[config.mk]
export PLATFORM = sky130hd
export DESIGN_NAME = cordic_phase_gen
export DESIGN_NICKNAME = d
export VERILOG_FILES = /design/src/rtl/cordic_pkg.sv /design/src/rtl/cordic_flag_delay.sv /design/src/rtl/cordic_phase_gen.sv
export SDC_FILE = /design/constraint.sdc
export NUM_CORES = 1
export LEC_CHECK = 0
export ABC_AREA = 1
export CORE_AREA = 2 2 98 100
export DETAILED_ROUTE_END_ITERATION = 12
export DIE_AREA = 0 0 100 102
export PLACE_DENSITY = 0.89
export SYNTH_ARGS = -nofsm -noshare
export SYNTH_HDL_FRONTEND = slang
export SYNTH_SLANG_ARGS = --single-unit
[constraint.sdc]
create_clock -name clk -period 3.6 [get_ports clk]
set_clock_uncertainty 0.2 [all_clocks]
set_input_delay 0.54 -clock clk [delete_from_list [all_inputs] [get_ports clk]]
set_output_delay 0.54 -clock clk [all_outputs]
set_load 0.005 [all_outputs]
[src/rtl/cordic_pkg.sv]
// Shared widths, Q8.12 degree constants and the phase fold used by the CORDIC front end.
package cordic_pkg;

  localparam int unsigned ANGLE_W = 20;
  localparam int unsigned PHASE_W = 21;
  localparam int unsigned FRAC_W  = 12;
  localparam int unsigned ATAN_W  = ANGLE_W;

  localparam logic [PHASE_W-1:0] D90  = PHASE_W'(368640);
  localparam logic [PHASE_W-1:0] D180 = PHASE_W'(737280);
  localparam logic [PHASE_W-1:0] D270 = PHASE_W'(1105920);
  localparam logic [PHASE_W-1:0] D360 = PHASE_W'(1474560);

  typedef struct packed {
    logic                      neg;
    logic signed [ANGLE_W-1:0] angle;
  } fold_t;

  // Fold a phase in [0, 360) into [-90, +90]; neg marks a 180-degree rotation.
  function automatic fold_t fold_phase(input logic [PHASE_W-1:0] p);
    fold_t r;
    r.neg   = 1'b0;
    r.angle = ANGLE_W'(p);
    if (p <= D90) begin
      r.angle = ANGLE_W'(p);
    end else if (p < D270) begin
      r.angle = ANGLE_W'(p - D180);
      r.neg   = 1'b1;
    end else begin
      r.angle = ANGLE_W'(p - D360);
    end
    return r;
  endfunction

endpackage

[src/rtl/cordic_flag_delay.sv]
// Fixed-depth shift register that carries side-band flags alongside the rotator pipeline.
module cordic_flag_delay #(
  parameter int unsigned DEPTH = 14,
  parameter int unsigned W     = 2
) (
  input  logic         clk,
  input  logic         reset,
  input  logic [W-1:0] d,
  output logic [W-1:0] q
);

  logic [W-1:0] stage_q [DEPTH];

  // Shift every cycle; reset flushes every stage so in-flight flags are dropped.
  always_ff @(posedge clk) begin
    if (reset) begin
      for (int unsigned i = 0; i < DEPTH; i++) begin
        stage_q[i] <= '0;
      end
    end else begin
      stage_q[0] <= d;
      for (int unsigned i = 1; i < DEPTH; i++) begin
        stage_q[i] <= stage_q[i-1];
      end
    end
  end

  assign q = stage_q[DEPTH-1];

endmodule

[src/rtl/cordic_phase_gen.sv]
// Degree-domain NCO feeding the CORDIC rotator with folded angles and a delay-matched negate flag.
module cordic_phase_gen
  import cordic_pkg::*;
#(
  parameter int unsigned LATENCY = 14,
  parameter int unsigned PW      = 21
) (
  input  logic                      clk,
  input  logic                      reset,
  input  logic                      enable,
  input  logic [ANGLE_W-1:0]        freq_word,
  input  logic                      phase_load,
  input  logic [PW-1:0]             phase_init,
  output logic signed [ANGLE_W-1:0] angle,
  output logic                      angle_valid,
  output logic [PW-1:0]             phase,
  output logic                      negate_aligned,
  output logic                      valid_aligned
);

  // One extra bit so acc + freq_word never overflows before the wrap compare.
  localparam int unsigned SW = PW + 1;
  localparam logic [SW-1:0] D360_S = SW'(D360);

  logic [PW-1:0]             acc_q, acc_d;
  logic signed [ANGLE_W-1:0] angle_q, angle_d;
  logic                      valid_q, valid_d;
  logic                      neg_q, neg_d;
  logic [SW-1:0]             sum_c;
  logic [SW-1:0]             init_c;
  fold_t                     fold_c;
  logic [1:0]                aligned_c;

  // Next-state: load beats enable; idle keeps phase, angle and negate.
  always_comb begin
    acc_d   = acc_q;
    angle_d = angle_q;
    valid_d = 1'b0;
    neg_d   = neg_q;
    sum_c   = SW'(acc_q) + SW'(freq_word);
    init_c  = SW'(phase_init);
    fold_c  = fold_phase(PHASE_W'(acc_q));
    if (phase_load) begin
      acc_d = (init_c >= D360_S) ? PW'(init_c - D360_S) : phase_init;
    end else if (enable) begin
      angle_d = fold_c.angle;
      neg_d   = fold_c.neg;
      valid_d = 1'b1;
      acc_d   = (sum_c >= D360_S) ? PW'(sum_c - D360_S) : PW'(sum_c);
    end
  end

  // State registers with synchronous reset.
  always_ff @(posedge clk) begin
    if (reset) begin
      acc_q   <= '0;
      angle_q <= '0;
      valid_q <= 1'b0;
      neg_q   <= 1'b0;
    end else begin
      acc_q   <= acc_d;
      angle_q <= angle_d;
      valid_q <= valid_d;
      neg_q   <= neg_d;
    end
  end

  cordic_flag_delay #(
    .DEPTH (LATENCY),
    .W     (2)
  ) u_flag_delay (
    .clk   (clk),
    .reset (reset),
    .d     ({neg_q, valid_q}),
    .q     (aligned_c)
  );

  assign angle          = angle_q;
  assign angle_valid    = valid_q;
  assign phase          = acc_q;
  assign negate_aligned = aligned_c[1];
  assign valid_aligned  = aligned_c[0];

endmodule

==> flow_summary.json, run 1 <==
{
  "synth_nets": 773,
  "maxCapViolations": 0,
  "ys_async_sr_fraction": 0,
  "netlist_area_um2": 4730,
  "rows": 35,
  "portBuffers": 88,
  "hold_class": "reg2reg",
  "finalNetCount": 850,
  "regArea_um2": 1420,
  "gp_congestion": 0.988,
  "hpwlAfterDp_um": 10600,
  "die_w_um": 100,
  "grt_start_max_net_pins": 40,
  "synth_ff_type": "dfxtp_1",
  "initial_core_util": 0.520,
  "fin_cells": 892,
  "slowest_delay_ns": 0.46,
  "ys_ff_latch": 71,
  "yosysWarnings": 0,
  "path_clk_slew_ns": 0.08,
  "detail-route-antenna-nets": 0,
  "cp-start-kind": "primary input",
  "timing_hold_violations_final": 0,
  "slew_violations": 0,
  "ir_drop_mv": 0.199,
  "dr.pass1.iters": 5,
  "grt_use_total": 0.268,
  "relSlewSlack": 0.605,
  "multi_input_area_um2": 2720,
  "cts_max_level": 3,
  "endpoint_kind": "flop",
  "syn_inst": 699,
  "cp.arrival_ns": 3.20,
  "tritoncts": "yes",
  "clock-sinks": 71,
  "drt_iter0_drc": 363,
  "cts_hold_buf": 0,
  "synth_edf_count": 0,
  "dieArea_um2": 10200,
  "synth.distinct_cells": 40,
  "overflow": 0,
  "fill_cells": 798,
  "fmax_mhz": 321,
  "period_needed_ns": 3.12,
  "ys_seq_area_frac": 0.300,
  "worst_slew_pin_slew_ns": 0.592,
  "routedWlPerCell_um": 15.0,
  "cp_common_cell": "nand2_1",
  "post_dp_cell_area_um2": 5650,
  "drt_wl_total_um": 13400,
  "cts_resized": 0,
  "antenna_found_initial": 0,
  "rsz0062_at_grt": "no",
  "core_um2": 9110,
  "power_density_nw_per_um2": 411,
  "via_count": 4893,
  "die_y_um": 102,
  "cts-root-to-sink-buffers": 2,
  "p_leak_uw": 0.00270,
  "critical_path_peak_fanout": 4,
  "antenna_cells": 0,
  "outcome": "completed",
  "critical_path_buf_inv_count": 4,
  "crit_path_top_delay_cell": "clkdlybuf4s50_1",
  "cts_setup_buffers": 0,
  "synth.avg_cell_area_um2": 6.77,
  "dp.cells": 876,
  "tns_ns": 0,
  "ios": 89,
  "worst-endpoint-required_ns": 3.68,
  "grt_pass1_vias": 4643,
  "fin_area_um2": 5870,
  "crit_chain": "clkdlybuf4s50_1, ha_1, inv_1, fa_1, inv_1, nand3_1, nand3_2, nand2_1, nand2_1, nand2_1, nand2_1, nand2_1, nand2_1, ha_1, inv_1, nand3_1, nand2_1, nand2_1, nand2_1, nand2_1, nand2_1, a21oi_2",
  "drc": 0,
  "min_period_over_period": 0.865,
  "numCtsBuffers": 9,
  "path_class": "in2reg",
  "critPathTopFamily": "simple AND/OR/NAND/NOR gates",
  "cts_root_buf": "clkbuf_8",
  "area_growth_pct": 24.1,
  "final_layout_size_suffix_gt1_frac": 0.0986,
  "grt_pass1_wl_um": 21600,
  "finalSetupViolCount": 0,
  "vias_per_cell": 5.49,
  "worstSkewPairLatency_ns": 0.35
}
-- layout by cell type, fill, tap and decap left out, drive strengths merged, types with 7 or more instances in the layout --
cell type	count
a21oi	37
nand3	37
xnor2	8
a22oi	14
buf	7
nor2	97
dfxtp	71
o21ai	37
o22ai	14
nand4	9
clkdlybuf4s50	88
clkbuf	9
nand2	162
xor2	9
inv	117
ha	28
-- cell usage after synthesis (8+ instances only) --
cell type    n  area (µm²)
nand3_1     27         135
nand3_2      9        90.1
xnor2_1      8        70.1
o22ai_1     14        87.6
a22oi_1     14         105
nand2_2     13        81.3
dfxtp_1     71        1420
xor2_1       9        78.8
buf_4       14         105
nand4_1      9        56.3
nand2_1    144         541
nor2_1      89         334
clkbuf_1    10        37.5
o21ai_0     35         175
a21oi_1     31         155
inv_1      109         409
ha_1        28         350
-- worst register-to-register path: stages, from the launching register on --
cell and delay (ns):
dfxtp_1 0.44, ha_1 0.27, inv_1 0.07, fa_1 0.40
inv_1 0.11, nand3_1 0.08, nand3_2 0.12, nand2_1 0.06
nand2_1 0.09, nand2_1 0.09, nand2_1 0.10, nand2_1 0.05
nand2_1 0.11, ha_1 0.16, inv_1 0.07, nand3_1 0.08
nand2_1 0.05, nand2_1 0.06, nand2_1 0.05, nand2_1 0.06
nand2_1 0.06, a21oi_2 0.12
-- sequential cells by signal, summed over array words and instances (netlist names) --
name	count
u_flag_delay.stage_q	28
phase	21
angle	20
neg_q	1
angle_valid	1
-- stage by stage --
step / total power (µW) / worst slack [ns] / hold WS (ns) / util
global route: 2550 / 0.266 / 0.219 / 0.645
detailed placement: 1690 / 0.135 / 0.197 / 0.620
global placement: 1680 / 0.198 / 0.190 / 0.620
floorplan: 1430 / 0.864 / 0.188 / -
CTS: 2410 / 0.492 / 0.210 / 0.645
finish: 2410 / 0.485 / 0.211 / 0.645
-- kinds of logic (layout without fill, tap and decap cells) --
family	Yosys count	count (layout)	share of synthesized area
flip-flops	71	71	0.300
adder cells (fa/ha/maj)	29	29	0.0782
buffers and inverters	145	227	0.126
XOR/XNOR	17	17	0.0314
AO/OA/AOI/OAI	118	118	0.151
AND/OR/NAND/NOR	319	319	0.312
-- worst paths after layout --
kind / from / end / slack, ns / depth (start not counted)
setup reg to reg: phase[0] / phase[19] / 0.65 / 21
setup / recovery: freq_word[0] / phase[19] / 0.48 / 22
hold / removal: u_flag_delay.stage_q[2][0] / u_flag_delay.stage_q[2][2] / 0.21 / 2
hold reg to reg: u_flag_delay.stage_q[2][0] / u_flag_delay.stage_q[2][2] / 0.21 / 2
-- area by class of cell --
type | count | share of cell area
clock inverters | 7 | 0.0177
clock buffers | 9 | 0.0211
flip-flops and latches | 71 | 0.242
inverters | 116 | 0.0741
well taps | 111 | 0.0236
repair buffers | 95 | 0.159
multi-input cells | 483 | 0.463
-- power by group --
part           internal, µW  total, µW  switching [µW]
registers               828        889            61.2
logic                   339        805             466
clock network           398        721             322
total                  1560       2410             850
-- routing by layer --
metal	track usage	vias up	routed length, µm	part of all wire
li1	-	2397	-	-
met1	0.341	2223	5670	0.42
met2	0.457	228	6230	0.47
met3	0.0431	45	1090	0.082
met4	0.104	0	409	0.031
met5	0	-	0	0
(Power assumes the default switching activity.)
==> run 2, diff against run 1 <==
- SLEW_MARGIN: default -> 20
==> results of run 2 <==
Same layout as run 1: the final DEF is identical, and so are final timing and power.
==> run 3, diff against run 2 <==
- CORE_AREA: 2 2 98 100 -> 2 2 109 90
- DIE_AREA: 0 0 100 102 -> 0 0 111 92
- SYNTH_HIERARCHICAL: default -> 1
==> run 3 against run 2 <==
Sequential power fell by 0.7%. Via count fell by 2.0%. Wire length fell by 3.8%. Synthesized cell count rose by 0.86%. Critical path depth did not move.
==> flow_summary.json, run 3 <==
{
  "worst-endpoint-required_ns": 3.68,
  "startpoint": "freq_word[0]",
  "timing_hold_violations_final": 0,
  "grt_pass1_vias": 4374,
  "cts_max_level": 3,
  "via_count": 4797,
  "cts_hold_buf": 0,
  "drc": 0,
  "cts_setup_buffers": 0,
  "synth_commonest_cells": "153 x nand2_1, 118 x inv_1, 71 x dfxtp_1",
  "rows": 32,
  "path_class": "in2reg",
  "synth_edf_count": 0,
  "grt_use_met2": 0.414,
  "outcome": "completed",
  "synth_top_area_share": 0.300,
  "clock-sinks": 71,
  "power_density_nw_per_um2": 432,
  "antenna_cells": 0,
  "ys_seq_area_frac": 0.300,
  "slew_violations": 0,
  "finalNetCount": 854,
  "r2r_start": "phase[0]",
  "synth.area.top_cells": "dfxtp_1 30%, nand2_1 12%, inv_1 9.4%",
  "drt_wl_total_um": 12900,
  "relSlewSlack": 0.534,
  "cp_common_cell": "nand2_1",
  "min_period_over_period": 0.901,
  "synth_nets": 779,
  "met3_usage": 0.0469,
  "critical_path_peak_fanout": 3,
  "cts-root-to-sink-buffers": 2,
  "p_leak_uw": 0.00274,
  "yosysWarnings": 6,
  "critPathTopFamily": "simple AND/OR/NAND/NOR gates",
  "mostFrequentLayoutCells": "153 x nand2_1, 118 x inv_1, 87 x clkdlybuf4s50_1",
  "cts_root_buf": "clkbuf_16",
  "core_um2": 9250,
  "gp_congestion": 0.995,
  "p_int_uw": 1650,
  "crit_chain": "clkdlybuf4s50_1, ha_1, inv_1, fa_1, inv_1, nand3_1, nand3_2, nand2_1, nand2_1, nand2_1, nand2_1, nand2_1, nand2_1, inv_1, ha_1, inv_1, nand3_1, nor3_1, nor2_1, nand2_1, nand3_1, a21oi_2",
  "period_needed_ns": 3.24,
  "combPwrFrac": 0.315,
  "hold_class": "reg2reg",
  "cts_resized": 0,
  "p_sw_frac": 0.353,
  "netlist_area_um2": 4740,
  "hpwlAfterDp_um": 9560,
  "tns_ns": 0,
  "die_w_um": 111,
  "synth_ff_type": "dfxtp_1",
  "detail-route-antenna-nets": 0,
  "fin_area_um2": 5900,
  "post_dp_cell_area_um2": 5610,
  "worstHoldStart": "u_flag_delay/stage_q[0][10]",
  "critical_path_buf_inv_count": 5,
  "ys_async_sr_fraction": 0,
  "worstSkewPairLatency_ns": 0.34,
  "portBuffers": 88,
  "fmax_mhz": 308,
  "dr.pass1.iters": 5,
  "crit_path_top_delay_cell": "clkdlybuf4s50_1",
  "path_clk_slew_ns": 0.07,
  "top_register": "u_flag_delay/stage_q",
  "dieArea_um2": 10200,
  "dp_worst_setup_slack_ns": 0.0819,
  "tritoncts": "yes",
  "maxCapViolations": 0,
  "finalSetupViolCount": 0,
  "cp.arrival_ns": 3.32,
  "grt-busiest-layer": "met2",
  "sequentialPowerShare": 0.346,
  "fin_ws_ns": 0.356,
  "synth.distinct_cells": 38,
  "grt_pass1_wl_um": 21300,
  "synth.avg_cell_area_um2": 6.72,
  "die_y_um": 92,
  "ys_ff_latch": 71,
  "overflow": 0,
  "syn_inst": 705,
  "largest_reg_flops": 28,
  "grt_start_max_net_pins": 41,
  "initial_core_util": 0.512,
  "post-synth-top-area-cell": "dfxtp_1",
  "area_growth_pct": 24.6,
  "antenna_found_initial": 0,
  "cp-start-kind": "primary input",
  "endpoint_kind": "flop",
  "drt_iter0_drc": 489,
  "slowest_delay_ns": 0.48,
  "rsz0062_at_grt": "no",
  "final_layout_size_suffix_gt1_frac": 0.0930,
  "numCtsBuffers": 9,
  "post-route-util": 0.638,
  "routedWlPerCell_um": 14.3,
  "grt_use_total": 0.259,
  "ios": 89,
  "power_uw": 2550,
  "grt_use_met1": 0.352,
  "netSwitchingPower_uw": 899,
  "ir_drop_mv": 0.254,
  "vias_per_cell": 5.31,
  "p_clk_frac": 0.339,
  "yosysMostFrequentCell": "nand2_1",
  "layout_commonest_cell": "nand2_1",
  "worst_slew_pin_slew_ns": 0.696
}
run 3: cell type report:
class | count | area, µm²
fill | 786 | 3350
timing repair buffer | 97 | 943
clock inverter | 7 | 62.6
sequential | 71 | 1420
clock buffer | 9 | 225
tap | 119 | 149
multi-input combinational | 472 | 2620
inverter | 129 | 484
run 3: tightest hold or removal path, delay by kind of cell, from the launching register on:
kind	cells	cell delay, ns
buf+inv	1	0.04
flops	1	0.29
simple gates	1	0.03
run 3: through the flow:
stage | std cells | hold slack (ns)
floorplan | 705 | 0.188
global placement | 888 | 0.189
detailed placement | 888 | 0.194
CTS | 904 | 0.195
global route | 904 | 0.218
finish | 904 | 0.199
run 3: cell families (layout without fill, tap and decap cells):
family,Yosys count,in the layout,share of synthesized area
AO/OA/AOI/OAI,119,119,0.150
adder cells (fa/ha/maj),29,29,0.0782
buffers and inverters,162,242,0.148
AND/OR/NAND/NOR,304,304,0.286
flip-flops,71,71,0.300
XOR/XNOR,20,20,0.0370
run 3: power by group through the flow:
| stage | Combinational (µW) | Sequential [µW] | Clock [µW] |
|---|---|---|---|
| floorplan | 546 | 883 | 0 |
| global placement | 768 | 897 | 0 |
| detailed placement | 780 | 898 | 0 |
| CTS | 790 | 881 | 870 |
| global route | 892 | 887 | 913 |
| finish | 803 | 883 | 863 |
run 3: per-layer routing:
layer  routed length [µm]  share of wire
met5                    0              0
met3                 1100          0.085
met4                  241          0.019
met2                 5740           0.44
met1                 5820           0.45
run 3: path summary, 6_finish.rpt:
| check | slack, ns | endpoint | cells past startpoint |
|---|---|---|---|
| hold reg to reg | 0.20 | u_flag_delay/stage_q[0][12] | 2 |
| setup / recovery | 0.36 | phase[19] | 22 |
| hold / removal | 0.20 | u_flag_delay/stage_q[0][12] | 2 |
| setup reg to reg | 0.59 | phase[19] | 21 |
==> RTL change 1, RTL diff (config.mk and constraints of run 3) <==
Change the parameter `LATENCY` from 14 to 13.
--- a/src/rtl/cordic_phase_gen.sv
+++ b/src/rtl/cordic_phase_gen.sv
@@ -2,7 +2,7 @@
 module cordic_phase_gen
   import cordic_pkg::*;
 #(
-  parameter int unsigned LATENCY = 14,
+  parameter int unsigned LATENCY = 13,
   parameter int unsigned PW      = 21
 ) (
   input  logic                      clk,
Check against the original RTL: no difference found for any inputs over 10 cycles, from zero or initial values and one cycle with reset high; that may be too few to reach the edited logic, so the function may still have changed.
==> RTL change 1 against run 3 <==
- area after synthesis is 1.5% lower
- sequential cell count decreased by 2
- highest routed layer is now met5
- largest cell class unchanged
- critical path type unchanged
- wire length rose by 1.4%
- sequential power down 2%
- die area did not move
- final area decreased by 1.3%
- total power shrank 2.2%
- core utilization shrank 0.81 points
- hold slack worse by 0.0021 ns
- largest power group unchanged
- final cell count is 0.88% lower
- non-clock buffer count decreased by 2
- setup slack worse by 0.012 ns
==> RTL change 1: results (changes against run 3) <==
timing:
  finalSetupTns_ns: 0  # unchanged
  slew_headroom_pct: 56.12  # was 53.40%
clocking:
  ctsHtreeMaxLevel: 3  # unchanged
  ctsResizeCount: 0  # unchanged
  cts_setup_buffers: 0  # unchanged
  numCtsBuffers: 9  # unchanged
  clkLatencyLatePin_ns: 0.33
  cts-root-buf: "clkbuf_16"  # unchanged
global_route:
  globalRouteTotalUtil_pct: 26.00  # was 25.93%
  grt_pass1_wl_mm: 21.47  # was 21.32 mm
  antenna_found_initial: 1  # was 0
  grt_pass1_vias: 4532  # was 4374
  grt_max_degree: 46  # was 41
power:
  ir_worst_vdd_uv: 311.8  # was 253.8 uV
  p_leak_nw: 2.714  # was 2.744 nW
synth:
  synth_seq_area_share_pct: 29.61  # was 30.01%
  synth_xor_area_share_pct: 3.754  # was 3.699%
  syn_nets: 771  # was 779
  muxShareOfSynthArea_pct: 0  # unchanged
  yosys-top-cells-area: "dfxtp_1 (30%), nand2_1 (12%), inv_1 (9.3%), ha_1 (7.5%), nor2_1 (5.3%)"  # was dfxtp_1 (30%), nand2_1 (12%), inv_1 (9.4%), ha_1 (7.4%), nor2_1 (5.4%)
  ys_top_cells_by_count: "nand2_1 (153), inv_1 (116), dfxtp_1 (69)"  # was nand2_1 (153), inv_1 (118), dfxtp_1 (71)
  async_flop_share_pct: 0  # unchanged
  synth_compound_area_share_pct: 15.26  # was 15.03%
  yosysWarnings: 6  # unchanged
  synthAdderAreaFrac_pct: 7.938  # was 7.820%
detailed_routing:
  wl_per_cell_um: 14.60  # was 14.27 um
  drt_iter0_drc: 500  # was 489
  firstDrtPassIters: 5  # unchanged
  via_per_inst: 5.384  # was 5.306
worst_hold_path:
  hold_depth: 2  # unchanged
  hold_class: "reg2reg"  # unchanged
worst_setup_path:
  r2r_cells: 21  # unchanged
  crit_fanout: 3  # unchanged
  cp.arrival_ns: 3.32  # about the same
  crit_slowest_cell: "clkdlybuf4s50_1"  # unchanged
  cp_top_family: "simple AND/OR/NAND/NOR gates"  # unchanged
  cp_slowest_stage_delay_ns: 0.49
layout:
  diodes: 0  # unchanged
  largest_register_ff_count: 26  # was 28
  drive_gt1_share_pct: 9.009  # was 9.299%
  num-nets-final: 846  # was 854
  regMostFlops: "u_flag_delay/stage_q"  # unchanged
  fill_cells: 800  # was 786
placed_design:
  hpwl_mm: 9.701  # was 9.559 mm
  io_buffers: 88  # unchanged
  placed_area_sq_um: 5549  # was 5614 sq um
  gp_congestion: 0.9728  # was 0.9945
run_status:
  outcome: "finished clean"  # unchanged
## RTL change 1: metrics by stage
step	utilization, %	hold slack (ns)	cells	setup WS [ns]	power (mW)
detailed placement	60.00	0.1937	880	0.05888	1.658
global route	63.00	0.2103	896	0.02939	2.632
global placement	60.00	0.1888	880	0.1759	1.643
CTS	63.00	0.1981	896	0.3851	2.482
finish	63.00	0.1971	896	0.3445	2.493
floorplan	-	0.1883	697	0.7325	1.407
## RTL change 1: area by class of cell
cell class / count / area (sq um) / area share (%)
flip-flops and latches: 69 / 1381 / 23.71
repair buffers: 95 / 933.4 / 16.02
well taps: 119 / 148.9 / 2.555
multi-input cells: 470 / 2609 / 44.77
inverters: 127 / 476.7 / 8.181
clock buffers: 10 / 239.0 / 4.101
clock inverters: 6 / 38.79 / 0.6657
## RTL change 1: power breakdown
part	switching [mW]	internal, mW	total, mW
registers	0.0603	0.807	0.868
clock network	0.341	0.482	0.823
logic	0.464	0.338	0.803
## RTL change 1: final timing paths
kind / to / from
setup / recovery: phase[19] / freq_word[0]
hold / removal: u_flag_delay/stage_q[1][1] / u_flag_delay/stage_q[0][7]
setup reg to reg: phase[19] / phase[0]
hold reg to reg: u_flag_delay/stage_q[1][1] / u_flag_delay/stage_q[0][7]
## RTL change 1: worst min-delay path, stage by stage, from the launching register on
cell and delay, ns:
dfxtp_1 0.29, inv_1 0.04, nor2_1 0.03
## RTL change 1: kinds of logic (layout without fill, tap and decap cells)
| logic type | count (synthesis) | after routing |
|---|---|---|
| AO/OA/AOI/OAI | 119 | 119 |
| XOR/XNOR | 20 | 20 |
| adder cells (fa/ha/maj) | 29 | 29 |
| AND/OR/NAND/NOR | 302 | 302 |
| flip-flops | 69 | 69 |
| buffers and inverters | 158 | 238 |
## RTL change 1: layer usage
metal  GRT usage [%]  wire (um)  vias up  part of all wire (%)
li1                -          -     2363                     -
met1           34.08       5731     2172                    44
met2           41.16       5756      247                    44
met3           6.609       1210       40                   9.2
met4           10.42        377        2                   2.9
met5               0          8        -                 0.061
==> RTL change 2, RTL diff (config.mk and constraints of run 3) <==
Made on the original files. Reset style: asynchronous (`reset`), changed in 2 clocked blocks. Comments in the files are not updated.
--- a/src/rtl/cordic_flag_delay.sv
+++ b/src/rtl/cordic_flag_delay.sv
@@ -12,7 +12,7 @@
   logic [W-1:0] stage_q [DEPTH];
 
   // Shift every cycle; reset flushes every stage so in-flight flags are dropped.
-  always_ff @(posedge clk) begin
+  always_ff @(posedge clk or posedge reset) begin
     if (reset) begin
       for (int unsigned i = 0; i < DEPTH; i++) begin
         stage_q[i] <= '0;
--- a/src/rtl/cordic_phase_gen.sv
+++ b/src/rtl/cordic_phase_gen.sv
@@ -51,7 +51,7 @@
   end
 
   // State registers with synchronous reset.
-  always_ff @(posedge clk) begin
+  always_ff @(posedge clk or posedge reset) begin
     if (reset) begin
       acc_q   <= '0;
       angle_q <= '0;
Function: differs if reset is asserted again (counterexample within 4 cycles, from zero or initial values and one cycle with reset high); with reset held inactive, the same outputs for 10 cycles.
==> RTL change 2 against run 3 <==
- area after synthesis about the same
- final area up 1.2%
- sequential cell count unchanged
- register-to-register slack worse by 0.02 ns
- wire length up 4.4%
- setup slack worse by 0.013 ns
- largest cell class unchanged
- highest routed layer unchanged
Power is not compared: it rests on default switching activity, and its combinational part moved more than twofold at a synthesized area within 25%.
==> RTL change 2: results (changes against run 3) <==
detailed_routing:
  vias: 4520  # was 4797
  wl_per_cell_um: 16.01  # was 14.27 um
  routed_wl_mm: 13.46  # was 12.90 mm
  drt_iter0_drc: 341  # was 489
layout:
  num-nets-final: 791  # was 854
  fill_cells: 739  # was 786
  regMostFlops: "u_flag_delay/stage_q"  # unchanged
  diodes: 0  # unchanged
  drive_gt1_share_pct: 9.418  # was 9.299%
  largest_register_ff_count: 26  # was 28
synth:
  async_flop_share_pct: 100.0  # was 0%
  synth_seq_area_share_pct: 37.49  # was 30.01%
  syn_nets: 710  # was 779
  synthCells: 636  # was 705
  synth_flop_cell: "dfrtp_1"  # was dfxtp_1
  ys_types: 40  # was 38
  ys_top_cells_by_count: "nand2_1 (190), inv_1 (92), dfrtp_1 (71)"  # was nand2_1 (153), inv_1 (118), dfxtp_1 (71)
  yosys-top-cells-area: "dfrtp_1 (37%), nand2_1 (15%), ha_1 (7.4%), inv_1 (7.3%), o21ai_0 (3.4%)"  # was dfxtp_1 (30%), nand2_1 (12%), inv_1 (9.4%), ha_1 (7.4%), nor2_1 (5.4%)
run_status:
  outcome: "finished clean"  # unchanged
placed_design:
  dp.cells: 825  # was 888
  hpwl_mm: 10.38  # was 9.559 mm
  dp_worst_setup_slack_ns: 0.05426  # was 0.08193 ns
  gp_congestion: 0.9496  # was 0.9945
  placed_area_sq_um: 5669  # was 5614 sq um
worst_setup_path:
  start_kind: "primary input"  # unchanged
  cp_slowest_stage_delay_ns: 0.49
  r2r_slack_ns: 0.57  # was 0.59 ns
  critPathKind: "in2reg"  # unchanged
  r2r_cells: 22  # was 21
  r2r-start: "phase[0]"  # unchanged
  r2r_end: "phase[19]"  # unchanged
  critPathLaunch: "freq_word[0]"  # unchanged
global_route:
  globalRouteTotalUtil_pct: 26.18  # was 25.93%
  grt_pass1_wl_mm: 21.11  # was 21.32 mm
  grt_pass1_vias: 4266  # was 4374
  grt_max_degree: 44  # was 41
  antenna_found_initial: 0  # unchanged
clocking:
  cts.path.max_buffers: 2  # unchanged
  numCtsBuffers: 9  # unchanged
  ctsResizeCount: 0  # unchanged
  cts.clk_slew.worst_paths_ns: 0.06
timing:
  period_minus_slack_ns: 3.257  # was 3.244 ns
  slew_headroom_pct: 36.99  # was 53.40%
worst_hold_path:
  hold_start: "u_flag_delay/stage_q[10]"  # was u_flag_delay/stage_q[0][10]
  hold_class: "reg2reg"  # unchanged
[RTL change 2: area by class of cell]
type                       instances  area [sq um]  area share, %
multi-input combinational        440          2422          40.56
sequential                        71          1777          29.75
timing repair buffer              95         945.9          15.84
inverter                         100         375.4          6.285
clock buffer                       9         225.2          3.771
tap                              119         148.9          2.493
clock inverter                     7         77.57          1.299
[RTL change 2: worst max-delay path, delay by kind of cell]
kind	cells	cell delay, ns
adder cells (fa/ha/maj)	3	0.80
buffers and inverters	5	0.85
AO/OA/AOI/OAI	1	0.05
AND/OR/NAND/NOR	14	1.05
[RTL change 2: where the power goes]
part	leakage, nW	total (mW)	internal, mW	switching [mW]
clock network	0.147	0.896	0.543	0.353
logic	1.98	1.99	0.828	1.16
registers	0.879	1.19	1.00	0.193
[RTL change 2: per-layer routing]
layer  GRT usage (%)  up-vias  wire length (um)
met1           35.18     2135              6049
li1                -     2183                 -
met3           4.627       27               915
met2           42.64      175              6207
met4           9.792        0               292
met5               0        -                 0
[RTL change 2: how the worst min path moves through the flow]
stage,cells past startpoint,end
2_1_floorplan,0,u_flag_delay/q[0]
3_3_place_gp,0,u_flag_delay/stage_q[9]
3_5_place_dp,0,u_flag_delay/stage_q[12]
4_1_cts,0,u_flag_delay/stage_q[12]
5_1_grt,0,u_flag_delay/stage_q[9]
6_report,0,u_flag_delay/stage_q[8]
[RTL change 2: logic make-up after synthesis]
group	Yosys count	synth area share, %
AOI/OAI and AO/OA	91	11.85
xor gates and xnor gates	18	3.326
adders and majority gates	29	7.814
buffers and inverters	125	11.40
DFF	71	37.49
and+or+nand+nor	302	28.12
[RTL change 2: per-stage QoR]
stage,power (mW),hold slack [ns]
finish,4.078,0.1474
detailed placement,3.138,0.1347
CTS,4.058,0.1443
global route,4.344,0.1619
floorplan,2.469,0.1312
global placement,3.058,0.1358
